<file path="src/rtl/control_escritura_campos.sv">
`default_nettype none
// ============================================================================
//  Module      : control_escritura_campos
//  Description : Turns debounced button levels into cursor moves and
//                hour/minute/second edits, issuing each edited value as a
//                BCD write request on a req/ack handshake.
//  Revision    : 1.0 - initial release
// ============================================================================
module control_escritura_campos #(
    parameter logic [5:0] MAX0  = 6'd23,
    parameter logic [5:0] MAX1  = 6'd59,
    parameter logic [5:0] MAX2  = 6'd59,
    parameter logic [7:0] ADDR0 = 8'h23,
    parameter logic [7:0] ADDR1 = 8'h22,
    parameter logic [7:0] ADDR2 = 8'h21
) (
    input  logic       clk,
    input  logic       rst,
    input  logic       programar,
    input  logic       aumento,
    input  logic       disminuye,
    input  logic       derecha,
    input  logic       izquierda,
    input  logic       wr_ack,
    output logic       wr_req,
    output logic [7:0] wr_addr,
    output logic [7:0] wr_data,
    output logic [5:0] campo0,
    output logic [5:0] campo1,
    output logic [5:0] campo2,
    output logic [1:0] cursor
);

    localparam logic [0:0] c_ST_IDLE = 1'b0;
    localparam logic [0:0] c_ST_REQ  = 1'b1;

    logic [0:0] r_state;
    logic       r_aum_prev, r_dis_prev, r_der_prev, r_izq_prev;
    logic [5:0] r_campo0, r_campo1, r_campo2;
    logic [1:0] r_cursor;
    logic       r_wr_req;
    logic [7:0] r_wr_addr, r_wr_data;

    logic       w_p_aum, w_p_dis, w_p_der, w_p_izq;
    logic       w_edit, w_move_r, w_move_l;
    logic [5:0] w_sel_val, w_sel_max, w_new_val;
    logic [7:0] w_sel_addr, w_new_bcd;

    function automatic logic [5:0] f_step(input logic [5:0] v,
                                          input logic [5:0] max,
                                          input logic       up);
        if (up)
            return (v >= max) ? 6'd0 : v + 6'd1;
        else
            return (v == 6'd0) ? max : v - 6'd1;
    endfunction

    // Repeated subtraction keeps the divider out of the datapath for 0..63
    function automatic logic [7:0] f_bcd(input logic [5:0] v);
        logic [5:0] rem;
        logic [3:0] tens;
        rem  = v;
        tens = 4'd0;
        for (int i = 0; i < 6; i++) begin
            if (rem >= 6'd10) begin
                rem  = rem - 6'd10;
                tens = tens + 4'd1;
            end
        end
        return {tens, rem[3:0]};
    endfunction

    assign w_p_aum = aumento   & ~r_aum_prev;
    assign w_p_dis = disminuye & ~r_dis_prev;
    assign w_p_der = derecha   & ~r_der_prev;
    assign w_p_izq = izquierda & ~r_izq_prev;

    assign w_move_r = programar & w_p_der & ~w_p_izq;
    assign w_move_l = programar & w_p_izq & ~w_p_der;
    assign w_edit   = programar & (r_state == c_ST_IDLE) & (w_p_aum ^ w_p_dis);

    always_comb begin
        w_sel_val  = r_campo2;
        w_sel_max  = MAX2;
        w_sel_addr = ADDR2;
        case (r_cursor)
            2'd0: begin
                w_sel_val  = r_campo0;
                w_sel_max  = MAX0;
                w_sel_addr = ADDR0;
            end
            2'd1: begin
                w_sel_val  = r_campo1;
                w_sel_max  = MAX1;
                w_sel_addr = ADDR1;
            end
            default: ;
        endcase
        w_new_val = f_step(w_sel_val, w_sel_max, w_p_aum);
        w_new_bcd = f_bcd(w_new_val);
    end

    always_ff @(posedge clk) begin
        if (rst) begin
            r_state    <= c_ST_IDLE;
            r_aum_prev <= 1'b1;
            r_dis_prev <= 1'b1;
            r_der_prev <= 1'b1;
            r_izq_prev <= 1'b1;
            r_campo0   <= 6'd0;
            r_campo1   <= 6'd0;
            r_campo2   <= 6'd0;
            r_cursor   <= 2'd0;
            r_wr_req   <= 1'b0;
            r_wr_addr  <= 8'h00;
            r_wr_data  <= 8'h00;
        end else begin
            r_aum_prev <= aumento;
            r_dis_prev <= disminuye;
            r_der_prev <= derecha;
            r_izq_prev <= izquierda;

            if (!programar)
                r_cursor <= 2'd0;
            else if (w_move_r)
                r_cursor <= (r_cursor >= 2'd2) ? 2'd0 : r_cursor + 2'd1;
            else if (w_move_l)
                r_cursor <= (r_cursor == 2'd0) ? 2'd2 : r_cursor - 2'd1;

            case (r_state)
                c_ST_IDLE: begin
                    if (w_edit) begin
                        case (r_cursor)
                            2'd0:    r_campo0 <= w_new_val;
                            2'd1:    r_campo1 <= w_new_val;
                            default: r_campo2 <= w_new_val;
                        endcase
                        r_wr_addr <= w_sel_addr;
                        r_wr_data <= w_new_bcd;
                        r_wr_req  <= 1'b1;
                        r_state   <= c_ST_REQ;
                    end
                end
                default: begin
                    if (wr_ack) begin
                        r_wr_req <= 1'b0;
                        r_state  <= c_ST_IDLE;
                    end
                end
            endcase
        end
    end

    assign wr_req  = r_wr_req;
    assign wr_addr = r_wr_addr;
    assign wr_data = r_wr_data;
    assign campo0  = r_campo0;
    assign campo1  = r_campo1;
    assign campo2  = r_campo2;
    assign cursor  = r_cursor;

endmodule
`default_nettype wire

</file>
<file path="config.mk">
export PLATFORM = sky130hd
export DESIGN_NAME = control_escritura_campos
export DESIGN_NICKNAME = d
export VERILOG_FILES = /design/src/rtl/control_escritura_campos.sv
export SDC_FILE = /design/constraint.sdc
export NUM_CORES = 1
export LEC_CHECK = 0
export BUFFER_PORTS_ARGS = -buffer_cell sky130_fd_sc_hd__buf_2
export CORE_MARGIN = 1.5
export CORE_UTILIZATION = 41
export CTS_CLUSTER_SIZE = 25
export DETAILED_ROUTE_END_ITERATION = 7
export GPL_TIMING_DRIVEN = 0
export PLACE_DENSITY = 0.6
export SYNTH_ARGS = -nofsm -noshare
export SYNTH_HDL_FRONTEND = slang
export SYNTH_SLANG_ARGS = --single-unit
</file>
<file path="constraint.sdc">
create_clock -name clk -period 10.3 [get_ports clk]
set_clock_uncertainty 0.05 [all_clocks]
set_input_delay 1.03 -clock clk [delete_from_list [all_inputs] [get_ports clk]]
set_output_delay 1.03 -clock clk [all_outputs]
set_load 0.02 [all_outputs]
</file>
# Yosys cells after proc, flatten, opt, wreduce, memory -nomap -nowiden
# Cells that the tools add are included.
dict set report word_totals {
  regBits 42
  inputBits 8
  out_inout_bits 37
  wordCells 96
}
dict set report classes {
  add_sub_neg 15
  order_cmp 8
  eq_ne 2
  n_mux 28
  n_bitwise 20
  reduce_logical 11
}
# cell count
set op_table {}
lappend op_table {{$mux W6} 9}
lappend op_table {{$ge A6 B4 Y1 const B} 6}
lappend op_table {{$sub A6 B4 Y6 const B} 5}
lappend op_table {{$mux W4} 6}
lappend op_table {{$add A4 B1 Y4 const B} 5}
lappend op_table {{$pmux W6 S2} 1}
lappend op_table {{$and A1 B1 Y1} 10}
lappend op_table {{$not A1 Y1} 9}
lappend op_table {{$reduce_and A3 Y1} 3}
lappend op_table {{$mux W2} 4}
lappend op_table {{$mux W1} 7}
lappend op_table {{$add A6 B1 Y6 const B} 1}
lappend op_table {{$ge A6 B6 Y1} 1}
lappend op_table {{$logic_not A6 Y1} 1}
lappend op_table {{$sub A6 B1 Y6 const B} 1}
lappend op_table {{$pmux W2 S2} 1}
lappend op_table {{$reduce_and A2 Y1} 2}
lappend op_table {{$reduce_bool A2 Y1} 2}
lappend op_table {{$reduce_or A2 Y1} 2}
lappend op_table {{$sub A4 B4 Y4 const B} 1}
lappend op_table {{$add A2 B1 Y2 const B} 1}
lappend op_table {{$eq A2 B1 Y1 const B} 1}
lappend op_table {{$ge A2 B2 Y1 const B} 1}
lappend op_table {{$logic_not A2 Y1} 1}
lappend op_table {{3 further kinds} 3}

# Depth between registers and ports, before layout
dict set report logic_depth {
  word_depth 17
  ltp_mapped 40
  ltp_nobuf 37
}

# Worst setup path after synthesis
# No wires, ideal clock.
dict set report synth_path {
  kind {register to register}
  from {register r_cursor[0], in the netlist cursor[0]}
  to {register r_wr_data[6], in the netlist wr_data[6]}
  setup_time_ns 0.088
  arrival_time_ns 8.173
  setup_slack_ns 1.988
  stages_incl_launch_ff 37
  n_path_buf 3
  period_less_slack_ns 8.312
  path_cell_list {dfxtp_1 > inv_1 > ha_1 > buf_6 > a22o_1 > or2_2 > ha_1 > a21o_1 > a21oi_1 > o21ai_0 > a21o_1 > ha_1 > clkbuf_1 > nor4_2 > a31oi_1 > a311o_1 > a32o_2 > nor3_2 > inv_1 > ha_1 > nor2b_1 > and3_1 > a22oi_1 > nand4_1 > buf_4 > xor2_1 > inv_1 > ha_1 > o21ai_0 > o21ai_0 > o211ai_2 > mux2_2 > ha_1 > mux2_2 > ha_1 > a211o_1 > a311oi_2}
}
dict set report synth_via {
  elab_chain_len 17
  word_cells_on_any_way 38
  classes_between {add/sub (12); order compare (7); eq/ne (1); mux (16); reduce/logical (2)}
}
# item line_no
set synth_lines {}
lappend synth_lines {{from (decl)} 40} ;# logic [1:0] r_cursor;
lappend synth_lines {{from (signal assigned)} 126} ;# r_cursor <= (r_cursor >= 2'd2) ? 2'd0 : r_cursor + 2'd1;
lappend synth_lines {{from (signal assigned)} 128} ;# r_cursor <= (r_cursor == 2'd0) ? 2'd2 : r_cursor - 2'd1;
lappend synth_lines {{$eq A2 B1 Y1 / $logic_not A2 Y1 (equally long branches)} 86} ;# case (r_cursor)
lappend synth_lines {{$pmux W6 S2 / $mux W6 (equally long branches)} 86}
lappend synth_lines {{$sub A6 B1 Y6, or another cell as far along} 55} ;# return (v == 6'd0) ? max : v - 6'd1;
lappend synth_lines {{$mux W6 (on tied branches)} {55, 53}}
lappend synth_lines {{$mux W6 *} 52} ;# if (up)
lappend synth_lines {{$sub A6 B4 Y6 / $ge A6 B4 Y1 (equally long branches)} {66, 65}}
lappend synth_lines {{$mux W6 / $mux W1 (equally long branches)} 65} ;# if (rem >= 6'd10) begin
lappend synth_lines {{$sub A6 B4 Y6, or another cell as far along} 66} ;# rem = rem - 6'd10;
lappend synth_lines {{$mux W6 / $mux W4 (equally long branches)} 65}
lappend synth_lines {{$sub A6 B4 Y6, or another cell as far along} 66}
lappend synth_lines {{$mux W6 / $mux W4 (equally long branches)} 65}
lappend synth_lines {{$sub A6 B4 Y6, or another cell as far along} 66}
lappend synth_lines {{$mux W6 / $mux W4 (equally long branches)} 65}
lappend synth_lines {{$sub A6 B4 Y6, or another cell as far along} 66}
lappend synth_lines {{$mux W6 / $mux W4 (equally long branches)} 65}
lappend synth_lines {{$ge A6 B4 Y1 / $add A4 B1 Y4 (equally long branches)} {65, 67}}
lappend synth_lines {{$mux W4 *} 65}
lappend synth_lines {{to (signal assigned)} 139} ;# r_wr_data <= w_new_bcd;
lappend synth_lines {{to (decl)} 42} ;# logic [7:0] r_wr_addr, r_wr_data;
# Every way passes the cells marked *; elsewhere a longest branch is shown, timed or not.
# A chain may end at the register's enable or synchronous reset.

# Worst setup path after layout
# Ends and elaborated chain as after synthesis.

==> results.txt <==
- The wire-length estimate of the detail-placed layout is 7.60 mm.
- Vias in the first global route: 3091
- Area of the core region: 8300 sq um
* Arrival time of the worst setup path: 9.67 ns
- Ratio of final minimum period to clock period: 92.3%
* Count of maximum capacitance violations: 0
- Accumulated negative setup slack: 0 ns
- The worst hold path begins at wr_addr[5].
* Leakage: 1.58 nW
* Count of state elements after synthesis: 37
- Upper clock frequency limit: 105 MHz
- Layout area overhead: 12.3%
- Buffers inserted to repair hold after CTS numbered 0.
* Count of H-tree levels built during CTS: 2
- Register-to-register path setup slack: 0.79 ns
- Average via count per standard cell: 5.96
- STA classifies the critical path startpoint as a flip-flop.
- CP Class: flip-flop to flip-flop
- The commonest cells after synthesis are nor2_1, dfxtp_1, a211oi_1, ha_1, nand2_1.
- Top delay family on crit path: compound AO/OA/AOI/OAI gates
- Critical path launch point: cursor[0]
* Initial Utilization: 43.0%
- CTS saw 37 sinks.
* TritonCTS clock tree: done
- Share of the synthesized area in the top cell type: 20.8%
* Post-CTS Resized: 0
- Layout cells sized above 1: 20.9%
* Pwr per Cell Area: 306 nW/um^2
* PortBufs: 38
- Count of inserted antenna diode cells: 0
- Buffer count from post-CTS setup fixing: 0
* Max incr delay on CP: 0.56 ns
* Final GP Congestion: 0.903
- STA puts the critical path data required time at 10.46 ns.
* Worst path most repeated cell: ha_1
- Most used standard cell by instance count after synthesis: nor2_1
- Sequential cell area fraction in the yosys report: 20.8%
- In this run the worst hold path is classified as flip-flop to flip-flop.
- After the last flow step, the layout net total stands at 517.
* Fraction of registers with async set/reset: 0%
- Maximum buffer depth of the clock tree: 2
* Distinct cells, synth: 86
- The clock reaches the later pin of the worst-skew pair after 0.29 ns.
- Setup slack closes at 0.794 ns.
- Dividing the synthesized area by the synthesized cell count gives 8.12 sq um.
- Clock-pin slew reported for the worst setup and hold paths after clock tree synthesis: 0.08 ns
* First-pass GRT wire length: 15.2 mm
* Final routed wirelength across all metal layers: 9.76 mm
- Maximum number of pins on one net before global-route repair: 12
- Setup repair after global routing left no endpoint under its margin.
- Global routing used 21.0% of the available tracks across all layers.
- Area leader, netlist: dfxtp_1
- Yosys warnings: 0
- Slew at the pin closest to its max-slew limit: 0.673 ns
- The count of endpoints failing hold in the final timing report was 0.
- Number of core rows: 33
- The final-report max-slew violation count was 0.
- The worst pin sits at a relative slew slack of 55.2%.
- Setup violations remaining at the end of the flow were counted as 0.
- Count of antenna-violating nets left after detailed routing: 0
* Post-synthesis cell area: 3560 sq um
* Instance count of the mapped netlist: 439
- Post-place setup slack: 0.801 ns
- Counting the buffers created by CTS gives 5.
- The die covers 9260 sq um.
* Initial antenna violation count: 0
- Across the VDD grid, the largest voltage drop is 0.373 mV.
* CTS Root Buffer Type: clkbuf_8
- The die is 96.2 um tall.
- Routed wirelength normalized by instance count: 16.4 um
* Largest fanout of any net on the critical path: 10
- In this run the critical register-to-register path is launched from cursor[0].
- During I/O placement, the number of pins put on the boundary was 45.
- In this run the horizontal extent of the chip is 96.2 um.
- Top cells by area in the synthesized netlist: dfxtp_1, ha_1, nor2_1
* Total buffers and inverters traversed by the critical path: 7
- The most used flip-flop cell after synthesis is dfxtp_1.
* Crit end category: flip-flop
- Utilization after layout: 48.2%
- Via total after detailed routing: 3538
* DR iter-0 viols: 207
- Global routing finished with a remaining overflow of 0.
* Number of optimization iterations in the first detailed-route pass: 5
- Result of the run: completed
- The routed design could run at a clock period as short as 9.51 ns.
- Yosys mapped a number of flops with a built-in enable equal to 0.
* DRC viols: 0
- Crit-path slowest cell: a22oi_1
power by group:
group          switching (W)  internal (W)
Clock              0.0000518     0.0000605
Sequential        0.00000531      0.000152
Combinational       0.000571      0.000386
metrics by stage:
step | area [sq um] | power, W | hold slack (ns) | instances
2_1_floorplan | 3580 | 0.000931 | 0.429 | 443
3_3_place_gp | 3900 | 0.00109 | 0.403 | 586
3_5_place_dp | 3900 | 0.00111 | 0.411 | 586
4_1_cts | 4000 | 0.00123 | 0.430 | 594
5_1_grt | 4000 | 0.00136 | 0.466 | 594
6_report | 4000 | 0.00123 | 0.429 | 594
worst paths after layout:
check / cells after the start / end
max: 35 / wr_data[6]
min: 2 / wr_addr[5]
max reg2reg: 35 / wr_data[6]
min reg2reg: 2 / wr_addr[5]
area by class of cell:
| type | instances | area, sq um |
|---|---|---|
| inverters | 20 | 75.1 |
| clock buffers | 7 | 96.3 |
| plain buffers | 26 | 146 |
| repair buffers | 38 | 190 |
| fillers | 851 | 4300 |
| well taps | 105 | 131 |
| clock inverters | 1 | 5.00 |
| multi-input cells | 360 | 2620 |
| flip-flops and latches | 37 | 741 |
registers in the layout (all words and copies together) (netlist names):
signal and count:
campo0 6, campo1 6, campo2 6, cursor 2, r_aum_prev 1, r_der_prev 1, r_dis_prev 1, r_izq_prev 1
r_state 1, wr_addr 3, wr_data 8, wr_req 1
per-layer routing:
metal	global-route usage (%)	up-vias	share of wire, %
li1	-	1773	-
met1	28.9	1673	48
met2	34.5	85	47
met3	3.40	7	4.6
met4	3.68	0	0.69
met5	0	-	0
cell families (layout without fill, tap and decap cells):
kind of cell,count (synthesis),in the layout,share of synthesized area [%]
AOI/OAI and AO/OA,157,157,36.2
xor gates and xnor gates,13,13,3.19
adders and majority gates,21,21,7.37
buffers and inverters,46,92,6.21
DFF,37,37,20.8
muxes,9,9,2.95
other,1,5,0.105
and+or+nand+nor,155,155,23.2
placed cells by master, fill, tap and decap left out, types with 5 or more instances in the layout:
cell type and instances:
a211oi_1 21, a21oi_1 15, a22o_1 7, a31oi_1 5, and2_1 6, and3_1 5
buf_2 41, buf_4 8, clkbuf_1 12, clkbuf_8 7, conb_1 5, dfxtp_1 37
ha_1 21, inv_1 16, mux2i_1 6, nand2_1 18, nand2b_1 9, nand3_1 9
nor2_1 53, nor2b_1 6, nor3_1 11, nor3b_1 6, o211ai_1 10, o21a_1 7
o21ai_0 14, or2_2 7, or3_1 5, xnor2_1 8, xor2_1 5
worst min-delay path, stage by stage (launching register included):
cell     delay (ns)
dfxtp_1        0.33
nor2_1         0.05
nor2_1         0.07
(Power assumes the default switching activity.)
